File: src/rtl/m_mem_loader.sv
// Byte-stream loader for the M memory: packs bytes little-endian into words, writes them
// through the B port, then hands off to ShortestPath_4. Optional LOADER_CHECKSUM_EN adds a byte sum.
module m_mem_loader #(
  parameter int unsigned A_INIT_WIDTH = 11,
  parameter int unsigned D_INIT_WIDTH = 32
) (
  input  logic                    Clk,
  input  logic                    Rst,
  input  logic                    Start,
  input  logic [7:0]              In_Data,
  input  logic                    In_Valid,
  output logic                    In_Ready,
  output logic [A_INIT_WIDTH-1:0] M_Addr_B,
  output logic [D_INIT_WIDTH-1:0] M_Out_B,
  output logic                    M_En_B,
  output logic                    M_We_B,
  output logic                    Go,
  input  logic                    Done,
  output logic                    Busy,
  output logic                    Finished,
  output logic [7:0]              Checksum
);

  localparam int unsigned BPW  = D_INIT_WIDTH / 8;
  localparam int unsigned BC_W = (BPW > 1) ? $clog2(BPW) : 1;

  localparam logic [BC_W-1:0]         LAST_BYTE = BC_W'(BPW - 1);
  localparam logic [A_INIT_WIDTH-1:0] LAST_WORD = {A_INIT_WIDTH{1'b1}};

  localparam logic [2:0] S_IDLE  = 3'd0;
  localparam logic [2:0] S_LOAD  = 3'd1;
  localparam logic [2:0] S_FLUSH = 3'd2;
  localparam logic [2:0] S_GO    = 3'd3;
  localparam logic [2:0] S_WAIT  = 3'd4;
  localparam logic [2:0] S_FIN   = 3'd5;

  logic [2:0]              state;
  logic [2:0]              state_next;
  logic [A_INIT_WIDTH-1:0] word_cnt;
  logic [BC_W-1:0]         byte_cnt;
  logic [D_INIT_WIDTH-1:0] pack;
  logic [D_INIT_WIDTH-1:0] word_c;
  logic                    accept_c;
  logic                    word_done_c;
  logic                    load_start_c;

  // In_Ready is only ever high in LOAD, so acceptance implies LOAD
  assign accept_c     = In_Valid && In_Ready;
  assign word_done_c  = accept_c && (byte_cnt == LAST_BYTE);
  assign load_start_c = (state == S_IDLE) && Start;

  // Current pack register with the incoming byte merged into its lane
  always_comb begin
    word_c = pack;
    word_c[{byte_cnt, 3'b000} +: 8] = In_Data;
  end

  always_ff @(posedge Clk or posedge Rst) begin
    if (Rst) state <= S_IDLE;
    else     state <= state_next;
  end

  always_comb begin
    state_next = state;
    case (state)
      S_IDLE:  if (Start) state_next = S_LOAD;
      S_LOAD:  if (word_done_c && (word_cnt == LAST_WORD)) state_next = S_FLUSH;
      S_FLUSH: state_next = S_GO;
      S_GO:    state_next = S_WAIT;
      S_WAIT:  if (Done) state_next = S_FIN;
      S_FIN:   state_next = S_IDLE;
      default: state_next = S_IDLE;
    endcase
  end

  // Status outputs are registered from the next state so they track the state exactly
  always_ff @(posedge Clk or posedge Rst) begin
    if (Rst) begin
      In_Ready <= 1'b0;
      Busy     <= 1'b0;
      Go       <= 1'b0;
      Finished <= 1'b0;
    end else begin
      In_Ready <= (state_next == S_LOAD);
      Busy     <= (state_next != S_IDLE);
      Go       <= (state_next == S_GO);
      Finished <= (state_next == S_FIN);
    end
  end

  // Packing and pipelined B-port write; the write overlaps acceptance of the next byte
  always_ff @(posedge Clk or posedge Rst) begin
    if (Rst) begin
      word_cnt <= '0;
      byte_cnt <= '0;
      pack     <= '0;
      M_Addr_B <= '0;
      M_Out_B  <= '0;
      M_En_B   <= 1'b0;
      M_We_B   <= 1'b0;
    end else begin
      M_En_B <= 1'b0;
      M_We_B <= 1'b0;
      if (load_start_c) begin
        word_cnt <= '0;
        byte_cnt <= '0;
        pack     <= '0;
      end else if (accept_c) begin
        pack <= word_c;
        if (byte_cnt == LAST_BYTE) begin
          byte_cnt <= '0;
          M_En_B   <= 1'b1;
          M_We_B   <= 1'b1;
          M_Addr_B <= word_cnt;
          M_Out_B  <= word_c;
          if (word_cnt != LAST_WORD) word_cnt <= word_cnt + A_INIT_WIDTH'(1);
        end else begin
          byte_cnt <= byte_cnt + BC_W'(1);
        end
      end
    end
  end

`ifdef LOADER_CHECKSUM_EN
  // Modulo-256 sum of accepted bytes; holds once LOAD ends
  always_ff @(posedge Clk or posedge Rst) begin
    if (Rst)               Checksum <= 8'h00;
    else if (load_start_c) Checksum <= 8'h00;
    else if (accept_c)     Checksum <= Checksum + In_Data;
  end
`else
  assign Checksum = 8'h00;
`endif

endmodule

File: config.mk
export PLATFORM = sky130hd
export DESIGN_NAME = m_mem_loader
export DESIGN_NICKNAME = d
export VERILOG_FILES = /design/src/rtl/m_mem_loader.sv
export SDC_FILE = /design/constraint.sdc
export NUM_CORES = 1
export LEC_CHECK = 0
export BUFFER_PORTS_ARGS = -buffer_cell sky130_fd_sc_hd__buf_2
export CAP_MARGIN = 20
export CORE_MARGIN = 2
export CORE_UTILIZATION = 35
export CTS_CLUSTER_DIAMETER = 80
export CTS_CLUSTER_SIZE = 8
export DETAILED_ROUTE_END_ITERATION = 12
export GPL_ROUTABILITY_DRIVEN = 0
export PLACE_DENSITY_LB_ADDON = 0.05
export SLEW_MARGIN = 15
export SYNTH_ARGS = -nofsm -noshare
export SYNTH_HDL_FRONTEND = slang
export SYNTH_SLANG_ARGS = --single-unit
export TNS_END_PERCENT = 100
File: constraint.sdc
create_clock -name Clk -period 6.28 [get_ports Clk]
set_clock_uncertainty 0.1 [all_clocks]
set_input_delay 0.942 -clock Clk [delete_from_list [all_inputs] [get_ports Clk]]
set_output_delay 0.942 -clock Clk [all_outputs]
set_load 0.1 [all_outputs]
# After elaboration in Yosys (flattened, before gate mapping)
# Index checks and enable logic that the tools add are counted.
# W data, S select, Z words.
# op_classes
n_reduce_logical	11
add_sub_neg	3
shift	2
mux	17
eq_ne	10
bitwise	1
# op_table
op	count
$mux W32	2
$mux W11	4
$bwmux W32	1
$shift A8 B7 Y32 const A	1
$shiftx A8 B7 Y32	1
$pmux W3 S5	1
$add A11 B1 Y11 const B	1
$eq A11 B11 Y1 const B	1
$ne A11 B11 Y1 const B	1
$eq A3 B2 Y1 const B	3
$mux W3	3
$neg A5 Y7	1
$eq A3 B1 Y1 const B	2
$eq A3 B3 Y1 const B	2
$mux W2	3
$reduce_and A3 Y1	2
$reduce_bool A2 Y1	3
$logic_and A1 B1 Y1	4
$logic_not A3 Y1	1
$mux W1	3
$reduce_bool A3 Y1	1
$add A2 B1 Y2 const B	1
$eq A2 B2 Y1 const B	1
$not A1 Y1	1
# word_totals
input_bits	13
out_inout_bits	57
reg_bits	96

# Logic depth before layout (Yosys ltp)
# depth
word_depth	6
depth_mapped	9

# Worst setup path before layout
# No wires, ideal clock.
# synth_path
path_kind	register to register
startpoint	reg In_Ready
endpoint	reg word_cnt[8]
arrival_ns	2.134
setup_time_ns	0.136
required_ns	6.044
synth_period_minus_slack_ns	2.370
path_stages_with_launch	6
slack_ns	3.910
cell_sequence	dfrtp_1 nand3_1 or3_1 clkbuf_1 o311ai_1 o41ai_1
# synth_between
elab_chain_len	3
# synth_rtl
item	line_no	rtl
from (decl)	12	output logic In_Ready,
from (signal assigned)	84	In_Ready <= (state_next == S_LOAD);
$logic_and A1 B1 Y1	48	assign accept_c = In_Valid && In_Ready;
$reduce_bool A2 Y1 (no line)	--	
$reduce_and A3 Y1 (no line)	--	
to (signal assigned)	116	if (word_cnt != LAST_WORD) word_cnt <= word_cnt + A_INIT_WIDTH'(1);
to (decl)	39	logic [A_INIT_WIDTH-1:0] word_cnt;
# No other way between the ends.
# A chain may end at the register's enable or synchronous reset.

# Worst setup path after layout
# layout_path
startpoint	in Start
endpoint	reg M_Addr_B[4]
# layout_between
elab_chain_len	3
# layout_rtl
item	line_no	rtl
from (decl)	9	input logic Start,
$logic_and A1 B1 Y1	50	assign load_start_c = (state == S_IDLE) && Start;
$not A1 Y1 (no line)	--	
$reduce_and A3 Y1 (no line)	--	
to (signal assigned)	114	M_Addr_B <= word_cnt;
to (decl)	13	output logic [A_INIT_WIDTH-1:0] M_Addr_B,
# No other way between the ends.

==> results.txt <==
----------------------------------------------------
[Clock tree]
  Number of CTS-inserted buffers ... 9
  CTS tree ... done
  Count of instances resized after the clock tree is built ... 0
  Post-CTS Setup Inserts ... 0
  Total of hold buffers inserted after clock tree synthesis ... 0
  CTS H-tree depth ... 3
  Clock-pin slew reported for the worst setup and hold paths after clock tree synthesis ... 0.06 ns
  Clock latency on the worst-skew pair ... 0.34 ns
  Longest Clk Path Bufs ... 2
  CTS Sinks ... 88
  Root buffer cell ... sky130_fd_sc_hd__clkbuf_16

[Synth]
  Yosys reg bits ... 88
  Syn Area/Cell ... 10.3 sq um
  Count leader, synth ... sky130_fd_sc_hd__dfrtp_1
  Leading cell types by total area after synthesis ... sky130_fd_sc_hd__dfrtp_1 (55%), sky130_fd_sc_hd__a22o_1 (5.7%), sky130_fd_sc_hd__nand2_1 (5.0%)
  Share of async-settable or async-resettable flops after synthesis ... 1.00
  Synthesized instance count ... 387
  Number of distinct library cells after synthesis ... 44
  Cell area after synthesis ... 3990 sq um
  Post-synthesis cell type with the largest combined area ... sky130_fd_sc_hd__dfrtp_1
  Leading post-synthesis cells by instance count ... sky130_fd_sc_hd__dfrtp_1 (88), sky130_fd_sc_hd__nand2_1 (53), sky130_fd_sc_hd__nor2_1 (34), sky130_fd_sc_hd__a21oi_1 (29), sky130_fd_sc_hd__a22o_1 (26)
  Leading register cell type out of synthesis ... sky130_fd_sc_hd__dfrtp_1
  Number of enable-type register cells in the synthesized netlist ... 0
  Part of the Yosys area used for sequential elements ... 0.553
  Proportion of netlist area held by the largest area contributor ... 0.553
  Count of warnings emitted by yosys ... 0

[Power]
  Power per unit of standard cell area ... 555 nW/um^2
  Overall power ... 2.60 mW
  Static leakage power ... 2.52 nW
  IR drop worst, VDD ... 0.360 mV

[Setup path]
  Type of the worst setup path ... in2reg
  CP Capture Type ... flop
  Arr. time, crit path ... 3.06 ns
  Critical path required time ... 6.41 ns
  CP max FO ... 51
  Category of the worst setup path launch point ... input port

[Global routing]
  Gr ovfl total ... 0
  Number of global-route vias before repair ... 2840
  Maximum number of pins on one net before global-route repair ... 70
  First-pass GRT wire length ... 15.5 mm
  Global-route usage over all layers ... 0.160
  Antenna violations before repair ... 0

[Placement]
  Worst slack at placement ... 2.92 ns
  Cell Area, Placed ... 4360 sq um
  IO Port Bufs ... 61
  Cell count after placement ... 570
  Post-DP HPWL ... 6.13 mm

[Flow run]
  Count of maximum capacitance violations ... 0

[Drt]
  Post-route antenna net violation count ... 0
  WL final ... 9.37 mm
  Via total after detailed routing ... 2904
  Post-route DRC ... 0
  Routed length per instance ... 16.0 um
  Routed vias/inst ... 4.96
  Drt initial violations ... 142
  Detailed-routing iteration count for the pre-antenna-repair pass ... 4

[Die]
  DIE WIDTH ... 111 um
  Floorplan row count ... 38
  I/O Pins ... 70
  Vert. Die Dim ... 111 um
  Core area ... 11000 sq um
  Initial standard-cell utilization of the core ... 0.363
  Full die area ... 12300 sq um

[Final layout]
  Number of standard cells in the final layout excluding fillers ... 586
  Antenna Cells ... 0
  Net total in the final layout ... 460
  Final standard cell area without fillers ... 4680 sq um
  Fraction of final layout cells with drive strength greater than 1 ... 0.206
  Core Util, Final ... 0.426
  Area growth from synthesis to layout ... 17.5%

[Timing]
  Final-report setup violation count ... 0
  Setup WS post-layout ... 3.35 ns
  Relative slew slack ... 0.367
  Setup TNS Final ... 0 ns
  Final cycle utilization of the critical path ... 0.467
  Final Hold Slack ... 0.369 ns
  Maximum clock frequency ... 341 MHz
  Number of slew-limit violations in the final report ... 0
  Unrepaired setup endpoints after global routing ... false
  Final hold violation count ... 0
  Transition time at the pin with the least slew margin ... 0.946 ns
  Final critical delay including setup and external delays ... 2.93 ns

[Hold path]
  Classification of the worst-slack hold path ... reg2reg

[Outcome]
  Outcome ... finished clean

----------------------------------------------------
==> cells by family after synthesis <==
logic type	after synthesis	share of synthesized area
simple gates	142	0.178
compound gates	106	0.185
flops	88	0.553
buf+inv	40	0.0549
fa+ha+maj	6	0.0188
xor+xnor	2	0.00440
mux	2	0.00502
other cells	1	0.000941
==> flip-flops by register name (all words and copies together) (netlist names) <==
register  cells
Busy          1
Go            1
M_Out_B      32
Finished      1
pack         24
M_We_B        1
In_Ready      1
byte_cnt      2
state         3
word_cnt     11
M_Addr_B     11
==> worst paths after layout <==
path                           from           to  slack (ns)  cells past startpoint
max in group asynchronous       Rst  M_Out_B[11]        4.44                      3
min in group asynchronous       Rst      pack[4]        0.44                      2
max reg2reg                state[2]  M_Addr_B[4]        3.47                      5
min reg2reg                pack[15]     pack[15]        0.37                      1
max                           Start  M_Addr_B[4]        3.35                      6
min                        pack[15]     pack[15]        0.37                      1
==> cells in the final DEF (no fill, tap or decap), drive strengths merged <==
master,instances
and4b,1
nor2,34
o311ai,1
nor3b,2
a2111oi,1
nand3,6
or4b,1
nand3b,1
a31oi,2
xor2,1
or3,4
clkinvlp,2
nor2b,24
o31ai,3
a21oi,29
mux2i,2
buf,68
o21ai,16
nand2,54
nor4b,1
nor4,1
inv,7
or4,1
xnor2,1
o41ai,2
bufinv,2
dfrtp,88
ha,6
conb,8
and3,2
or2,3
nor3,2
o211ai,1
clkinv,2
clkbuf,11
a21o,25
nand4,2
nor4bb,3
a22o,26
==> critical path: stages <==
cell	delay, ns
sky130_fd_sc_hd__buf_2	0.11
sky130_fd_sc_hd__or4b_1	0.63
sky130_fd_sc_hd__nand2_2	0.77
sky130_fd_sc_hd__inv_1	0.38
sky130_fd_sc_hd__nand2_1	0.16
sky130_fd_sc_hd__nand2_1	0.05
==> power by group <==
group	internal (mW)	switching, mW	total, mW	leakage (nW)
Combinational	0.242	0.973	1.21	1.16
Clock	0.359	0.221	0.580	0.152
Sequential	0.715	0.0878	0.803	1.20
==> routing by layer <==
layer / part of all wire / vias to the layer above / GRT usage
li1: - / 1442 / -
met1: 0.49 / 1393 / 0.227
met2: 0.45 / 60 / 0.244
met3: 0.038 / 9 / 0.0388
met4: 0.013 / 0 / 0.0475
met5: 0 / - / 0
==> cell type report <==
class	count	area, sq um
well taps	140	175
clock buffers	11	243
inverters	8	31.3
fillers	1075	6300
multi-input cells	266	1590
flip-flops and latches	88	2200
repair buffers	68	358
clock inverters	5	80.1
(Power assumes the default switching activity.)
